===== config.mk =====
export PLATFORM = sky130hd
export DESIGN_NAME = filt_seq_ctrl_flat
export DESIGN_NICKNAME = d
export VERILOG_FILES = /design/src/rtl/filt_seq_ctrl_if.sv /design/src/rtl/filt_seq_ctrl.sv /design/src/flat_wrapper.sv
export SDC_FILE = /design/constraint.sdc
export NUM_CORES = 1
export LEC_CHECK = 0
export CORE_MARGIN = 3
export CORE_UTILIZATION = 51
export CTS_BUF_LIST = sky130_fd_sc_hd__clkbuf_8 sky130_fd_sc_hd__clkbuf_16
export DETAILED_ROUTE_END_ITERATION = 10
export DONT_BUFFER_PORTS = 1
export GPL_TIMING_DRIVEN = 0
export PLACE_DENSITY = 0.77
export SKIP_LAST_GASP = 1
export SLEW_MARGIN = 20
export SYNTH_ARGS = -nofsm -noshare
export SYNTH_HDL_FRONTEND = slang
export SYNTH_SLANG_ARGS = --single-unit

===== constraint.sdc =====
create_clock -name CLOCK -period 1.7 [get_ports CLOCK]
set_input_delay 0.17 -clock CLOCK [delete_from_list [all_inputs] [get_ports CLOCK]]
set_output_delay 0.17 -clock CLOCK [all_outputs]
set_load 0.1 [all_outputs]

===== src/rtl/filt_seq_ctrl_if.sv =====
// Host-side command/response channels of the filter sequencer.
interface filt_seq_ctrl_if #(
    parameter int unsigned DW = 8
) ();
    logic          cmd_valid;
    logic          cmd_ready;
    logic [1:0]    cmd_op;
    logic [DW-1:0] cmd_data;
    logic          rsp_valid;
    logic          rsp_ready;
    logic [DW-1:0] rsp_data;
    logic [1:0]    rsp_op;

    // Host side
    modport master (
        output cmd_valid, cmd_op, cmd_data, rsp_ready,
        input  cmd_ready, rsp_valid, rsp_data, rsp_op
    );

    // Sequencer side
    modport slave (
        input  cmd_valid, cmd_op, cmd_data, rsp_ready,
        output cmd_ready, rsp_valid, rsp_data, rsp_op
    );
endinterface


===== src/rtl/filt_seq_ctrl.sv =====
// Command sequencer for the min/max/average filter core: runs the core warm-up,
// then steps the core once per host command and returns the captured output.
module filt_seq_ctrl #(
    parameter int unsigned    DW    = 8,
    parameter logic [DW-1:0]  SEED  = '0,
    parameter int unsigned    CNT_W = 16
) (
    input  logic             CLOCK,
    input  logic             RESET,
    filt_seq_ctrl_if.slave   bus,
    output logic             core_step,
    output logic             core_restart,
    output logic             core_average,
    output logic             core_enable,
    output logic [DW-1:0]    core_data_in,
    input  logic [DW-1:0]    core_data_out,
    output logic             busy,
    output logic [CNT_W-1:0] sample_count
);

    typedef enum logic [2:0] {StWarm0, StWarm1, StIdle, StExec, StCapt, StResp} state_e;

    localparam logic [1:0] OpSample  = 2'b00;
    localparam logic [1:0] OpAverage = 2'b01;
    localparam logic [1:0] OpRestart = 2'b10;

    state_e           state_q, state_d;
    // WARM0 is entered from reset with all outputs low; this marks that its
    // core step has been issued so the following edge moves on to WARM1.
    logic             warm0_seen_q, warm0_seen_d;
    logic [1:0]       op_q, op_d;
    logic [DW-1:0]    data_q, data_d;
    logic [DW-1:0]    rsp_data_q, rsp_data_d;
    logic [1:0]       rsp_op_q, rsp_op_d;
    logic [CNT_W-1:0] cnt_q, cnt_d;
    logic             cmd_ready_q, cmd_ready_d;
    logic             rsp_valid_q, rsp_valid_d;
    logic             busy_q, busy_d;
    logic             step_q, step_d;
    logic             restart_q, restart_d;
    logic             average_q, average_d;
    logic             enable_q, enable_d;
    logic [DW-1:0]    din_q, din_d;

    // Next state, command/response latches, counter, and outputs decoded from next state
    always_comb begin
        state_d      = state_q;
        warm0_seen_d = 1'b1;
        op_d         = op_q;
        data_d       = data_q;
        rsp_data_d   = rsp_data_q;
        rsp_op_d     = rsp_op_q;
        cnt_d        = cnt_q;

        unique case (state_q)
            StWarm0: state_d = warm0_seen_q ? StWarm1 : StWarm0;
            StWarm1: state_d = StIdle;
            StIdle: begin
                if (bus.cmd_valid) begin
                    op_d    = bus.cmd_op;
                    data_d  = bus.cmd_data;
                    state_d = StExec;
                end
            end
            StExec: begin
                // SAMPLE and AVERAGE are the enabled opcodes (op[1] == 0)
                if (!op_q[1] && (cnt_q != {CNT_W{1'b1}})) begin
                    cnt_d = cnt_q + {{(CNT_W-1){1'b0}}, 1'b1};
                end
                state_d = StCapt;
            end
            StCapt: begin
                rsp_data_d = core_data_out;
                rsp_op_d   = op_q;
                state_d    = StResp;
            end
            StResp: begin
                if (bus.rsp_ready) begin
                    state_d = StIdle;
                end
            end
            default: state_d = StWarm0;
        endcase

        cmd_ready_d = (state_d == StIdle);
        rsp_valid_d = (state_d == StResp);
        busy_d      = (state_d != StIdle);
        step_d      = (state_d == StWarm0) || (state_d == StWarm1) || (state_d == StExec);
        enable_d    = (state_d == StExec) && ((op_d == OpSample) || (op_d == OpAverage));
        average_d   = (state_d == StExec) && (op_d == OpAverage);
        restart_d   = (state_d == StExec) && (op_d == OpRestart);
        if (state_d == StExec) begin
            din_d = data_d;
        end else if (state_d == StWarm1) begin
            din_d = SEED;
        end else begin
            din_d = '0;
        end
    end

    // State and registered outputs
    always_ff @(posedge CLOCK or posedge RESET) begin
        if (RESET) begin
            state_q      <= StWarm0;
            warm0_seen_q <= 1'b0;
            op_q         <= '0;
            data_q       <= '0;
            rsp_data_q   <= '0;
            rsp_op_q     <= '0;
            cnt_q        <= '0;
            cmd_ready_q  <= 1'b0;
            rsp_valid_q  <= 1'b0;
            busy_q       <= 1'b1;
            step_q       <= 1'b0;
            restart_q    <= 1'b0;
            average_q    <= 1'b0;
            enable_q     <= 1'b0;
            din_q        <= '0;
        end else begin
            state_q      <= state_d;
            warm0_seen_q <= warm0_seen_d;
            op_q         <= op_d;
            data_q       <= data_d;
            rsp_data_q   <= rsp_data_d;
            rsp_op_q     <= rsp_op_d;
            cnt_q        <= cnt_d;
            cmd_ready_q  <= cmd_ready_d;
            rsp_valid_q  <= rsp_valid_d;
            busy_q       <= busy_d;
            step_q       <= step_d;
            restart_q    <= restart_d;
            average_q    <= average_d;
            enable_q     <= enable_d;
            din_q        <= din_d;
        end
    end

    assign bus.cmd_ready = cmd_ready_q;
    assign bus.rsp_valid = rsp_valid_q;
    assign bus.rsp_data  = rsp_data_q;
    assign bus.rsp_op    = rsp_op_q;
    assign core_step     = step_q;
    assign core_restart  = restart_q;
    assign core_average  = average_q;
    assign core_enable   = enable_q;
    assign core_data_in  = din_q;
    assign busy          = busy_q;
    assign sample_count  = cnt_q;

endmodule


===== src/flat_wrapper.sv =====
// flat-port wrapper written by rule: the top's interface ports become plain ports
module filt_seq_ctrl_flat 
#(
    parameter int unsigned    DW    = 8,
    parameter logic [DW-1:0]  SEED  = '0,
    parameter int unsigned    CNT_W = 16
)
  (CLOCK, RESET, core_step, core_restart, core_average, core_enable, core_data_in, core_data_out, busy, sample_count, bus_cmd_valid, bus_cmd_op, bus_cmd_data, bus_rsp_ready, bus_cmd_ready, bus_rsp_valid, bus_rsp_data, bus_rsp_op);
  filt_seq_ctrl_if #(.DW(DW)) bus_i ();
  input  logic CLOCK;
  input  logic RESET;
  output logic core_step;
  output logic core_restart;
  output logic core_average;
  output logic core_enable;
  output logic [DW-1:0] core_data_in;
  input  logic [DW-1:0] core_data_out;
  output logic busy;
  output logic [CNT_W-1:0] sample_count;
  input wire logic [$bits(bus_i.cmd_valid)-1:0] bus_cmd_valid;
  input wire logic [$bits(bus_i.cmd_op)-1:0] bus_cmd_op;
  input wire logic [$bits(bus_i.cmd_data)-1:0] bus_cmd_data;
  input wire logic [$bits(bus_i.rsp_ready)-1:0] bus_rsp_ready;
  output wire logic [$bits(bus_i.cmd_ready)-1:0] bus_cmd_ready;
  output wire logic [$bits(bus_i.rsp_valid)-1:0] bus_rsp_valid;
  output wire logic [$bits(bus_i.rsp_data)-1:0] bus_rsp_data;
  output wire logic [$bits(bus_i.rsp_op)-1:0] bus_rsp_op;
  assign bus_i.cmd_valid = bus_cmd_valid;
  assign bus_i.cmd_op = bus_cmd_op;
  assign bus_i.cmd_data = bus_cmd_data;
  assign bus_i.rsp_ready = bus_rsp_ready;
  assign bus_cmd_ready = bus_i.cmd_ready;
  assign bus_rsp_valid = bus_i.rsp_valid;
  assign bus_rsp_data = bus_i.rsp_data;
  assign bus_rsp_op = bus_i.rsp_op;
  filt_seq_ctrl #(.DW(DW), .SEED(SEED), .CNT_W(CNT_W)) u_core (.CLOCK(CLOCK), .RESET(RESET), .bus(bus_i), .core_step(core_step), .core_restart(core_restart), .core_average(core_average), .core_enable(core_enable), .core_data_in(core_data_in), .core_data_out(core_data_out), .busy(busy), .sample_count(sample_count));
endmodule

==> results.ini <==
[yosys]
synth_area_um2 = 1950
synth_nets = 176
synthFlopType = dfrtp_1
synth_seq_cells = 47
synth_top_area_share = 0.592
synth_top_cell_by_area = dfrtp_1
post-synth-top-count-cell = dfrtp_1
muxShareOfSynthArea = 0.0752
synthArstFlopShare = 1.00
syn_inst = 153
yosysUniqueCellTypes = 41
synth_compound_area_frac = 0.0611
yosys.area_share.xor_xnor = 0.0540
synth_common_cells = dfrtp_1, mux2_2, xnor2_1
synthAdderAreaFrac = 0.00643
synth.avg_cell_area_um2 = 12.7
yosys_warnings = 0
synthSimpleGateAreaFrac = 0.177
synth_edf_count = 0
synth_top_family_by_area = simple AND/OR/NAND/NOR gates
ys_seq_area_frac = 0.605
synth_area_leaders = dfrtp_1, mux2_2, xnor2_1

[drt]
drt-total-wl_um = 4090
drt-vias-per-instance = 5.61
ant_nets = 0
drc_errors = 0
wl_per_cell_um = 17.8
firstDrtPassIters = 4
drt_iter0_markers = 50
num_vias = 1284

[floorplan]
pin_count = 63
die_w_um = 67.8
core_area_um2 = 3490
dieArea_um2 = 4590
initial_core_util = 0.557
fp.dieH_um = 67.8
num_rows = 21

[sta]
holdWs_ns = 0.0139
timing.final.crit_share = 1.07
hold_viol = 0
setup_ws_ns = -0.120
fin_crit_ns = 1.82
finClkSkew_ns = 0.00959
setup_violations = 9
rsz0062_at_grt = yes
maxSlewHeadroom = 0.397
slew_viol_final = 0
worst_pin_slew_ns = 0.905
clock.fmax_mhz = 549

[power_and_ir_drop]
power.density_nw_per_um2 = 1910
finalPower_mw = 4.75
ir_drop_v = 0.00143
p_leak_nw = 1.07

[placement]
port_buffers = 0
hpwl_um = 2660
globalplace.congestion = 0.780

[clocking]
clock_latency_ns = 0.30
cts_root_buf = clkbuf_8
cts.reportedPaths.clkPinSlew_ns = 0.08
numCtsBuffers = 5
htreeDepth = 2
cts_sinks = 47
cts_max_path_buffers = 2
cts_tree = done

[layout]
syn2layout_area_growth_pct = 27.5
drive_gt1_frac = 0.399
fin_nets = 205
diodes = 0
fill_cells = 247

[worst_setup_path]
reg2reg_slack_ns = -0.12
r2r-start = u_core.sample_count[5]
r2r_end = u_core.sample_count[10]
start_kind = register
cp.arrival_ns = 2.01
cp-end-kind = register
r2r_cells = 5
crit_type = reg -> reg
crit_required_ns = 1.88
cp_max_fo = 5

[global_route]
grt.total_usage = 0.192
grt_max_degree = 38
antenna_found_initial = 0
grt_pass1_wl_um = 6390
grt_pass1_vias = 1347
grt_overflow = 0

[run_status]
violations = setup timing
status = finished, violations left

[worst_hold_path]
hp-class = in -> reg
min_delay_worst_endpoint = u_core.core_data_in[0]
hold-path-cell-count = 1
hp-start = bus_cmd_data[0]

[job]
drv_cap = 0

## area by class of cell
type	instances	area [µm²]	area share
sequential	47	1230	0.498
multi-input combinational	98	840	0.338
timing repair buffer	22	221	0.0893
clock buffer	6	82.6	0.0333
tap	46	57.6	0.0232
buffer	4	21.3	0.00857
inverter	4	15.0	0.00605
clock inverter	2	8.76	0.00353
## layout by cell type, fill, tap and decap left out, types with 4 or more instances in the layout
| cell type | count |
|---|---|
| dfrtp_1 | 30 |
| dfrtp_4 | 15 |
| mux2_2 | 11 |
| xnor2_1 | 11 |
| dlygate4sd3_1 | 11 |
| buf_4 | 9 |
| and2_1 | 9 |
| clkbuf_8 | 6 |
| and3_1 | 5 |
| nor2_1 | 5 |
| nand2_1 | 5 |
| nand3_1 | 4 |
| inv_1 | 4 |
## where the power goes
| group | internal [mW] | leakage [nW] | switching (mW) |
|---|---|---|---|
| clock network | 0.322 | 0.0524 | 0.344 |
| logic | 0.413 | 0.430 | 0.301 |
| registers | 1.41 | 0.583 | 1.96 |
| total | 2.14 | 1.07 | 2.60 |
## sequential cells by signal, indices dropped and copies added, names as in the netlist, 2 cells and up
name / count
u_core.sample_count: 16
u_core.op_q: 2
u_core.bus.rsp_op: 2
u_core.core_data_in: 8
u_core.state_q: 3
u_core.bus.rsp_data: 8
## repair_timing
action / in CTS / in global routing
setup buffers: 6 / 4
endpoints found under the hold margin: 56 / 1
hold buffers: 10 / 1
resized for setup: 8 / 11
endpoints found under the setup margin: 9 / 14
pin swaps: 10 / 9
## metal layers
layer | vias up | share of wire | global-route usage
li1 | 590 | - | -
met1 | 650 | 0.35 | 0.210
met2 | 38 | 0.57 | 0.352
met3 | 6 | 0.063 | 0.0616
met4 | 0 | 0.010 | 0.0532
met5 | - | 0 | 0
## cell families (layout without fill, tap and decap cells)
kind of cell               count (synthesis)  in the layout
buffers and inverters                      8             38
adders and majority gates                  1              1
muxes                                     13             13
AOI/OAI and AO/OA                         18             18
DFF                                       47             47
other                                      1              1
xor gates and xnor gates                  12             12
and+or+nand+nor                           53             53
## how the worst max path moves through the flow
stage               cells after the start  slack (ns)              startpoint                       to
floorplan                               5       -0.05  u_core.sample_count[0]   u_core.sample_count[1]
CTS                                     5       -0.10  u_core.sample_count[0]   u_core.sample_count[1]
detailed placement                      4       -0.18  u_core.sample_count[5]  u_core.sample_count[10]
global placement                        1       -0.19                   RESET   u_core.sample_count[0]
global route                            5       -0.18  u_core.sample_count[3]  u_core.sample_count[11]
finish                                  5       -0.12  u_core.sample_count[5]  u_core.sample_count[10]
## per-stage QoR
stage / TNS (ns) / util / setup slack, ns / instances / instance area, µm²
after floorplan: -0.0998 / - / -0.0502 / 153 / 2040
after global placement: -3.22 / 0.600 / -0.192 / 199 / 2100
after detailed placement: -0.407 / 0.606 / -0.183 / 200 / 2120
after CTS: -0.673 / 0.690 / -0.101 / 224 / 2410
after global routing: -1.53 / 0.710 / -0.184 / 229 / 2480
final: -0.662 / 0.710 / -0.120 / 229 / 2480
## worst max-delay path, cell delays in order, from the launching register on
cell and delay [ns]:
dfrtp_4 0.64, nand4_1 0.18, buf_4 0.19, nor3_4 0.19, and3_4 0.21, mux2_4 0.30
Note: power is estimated with default switching activity, not from simulation.
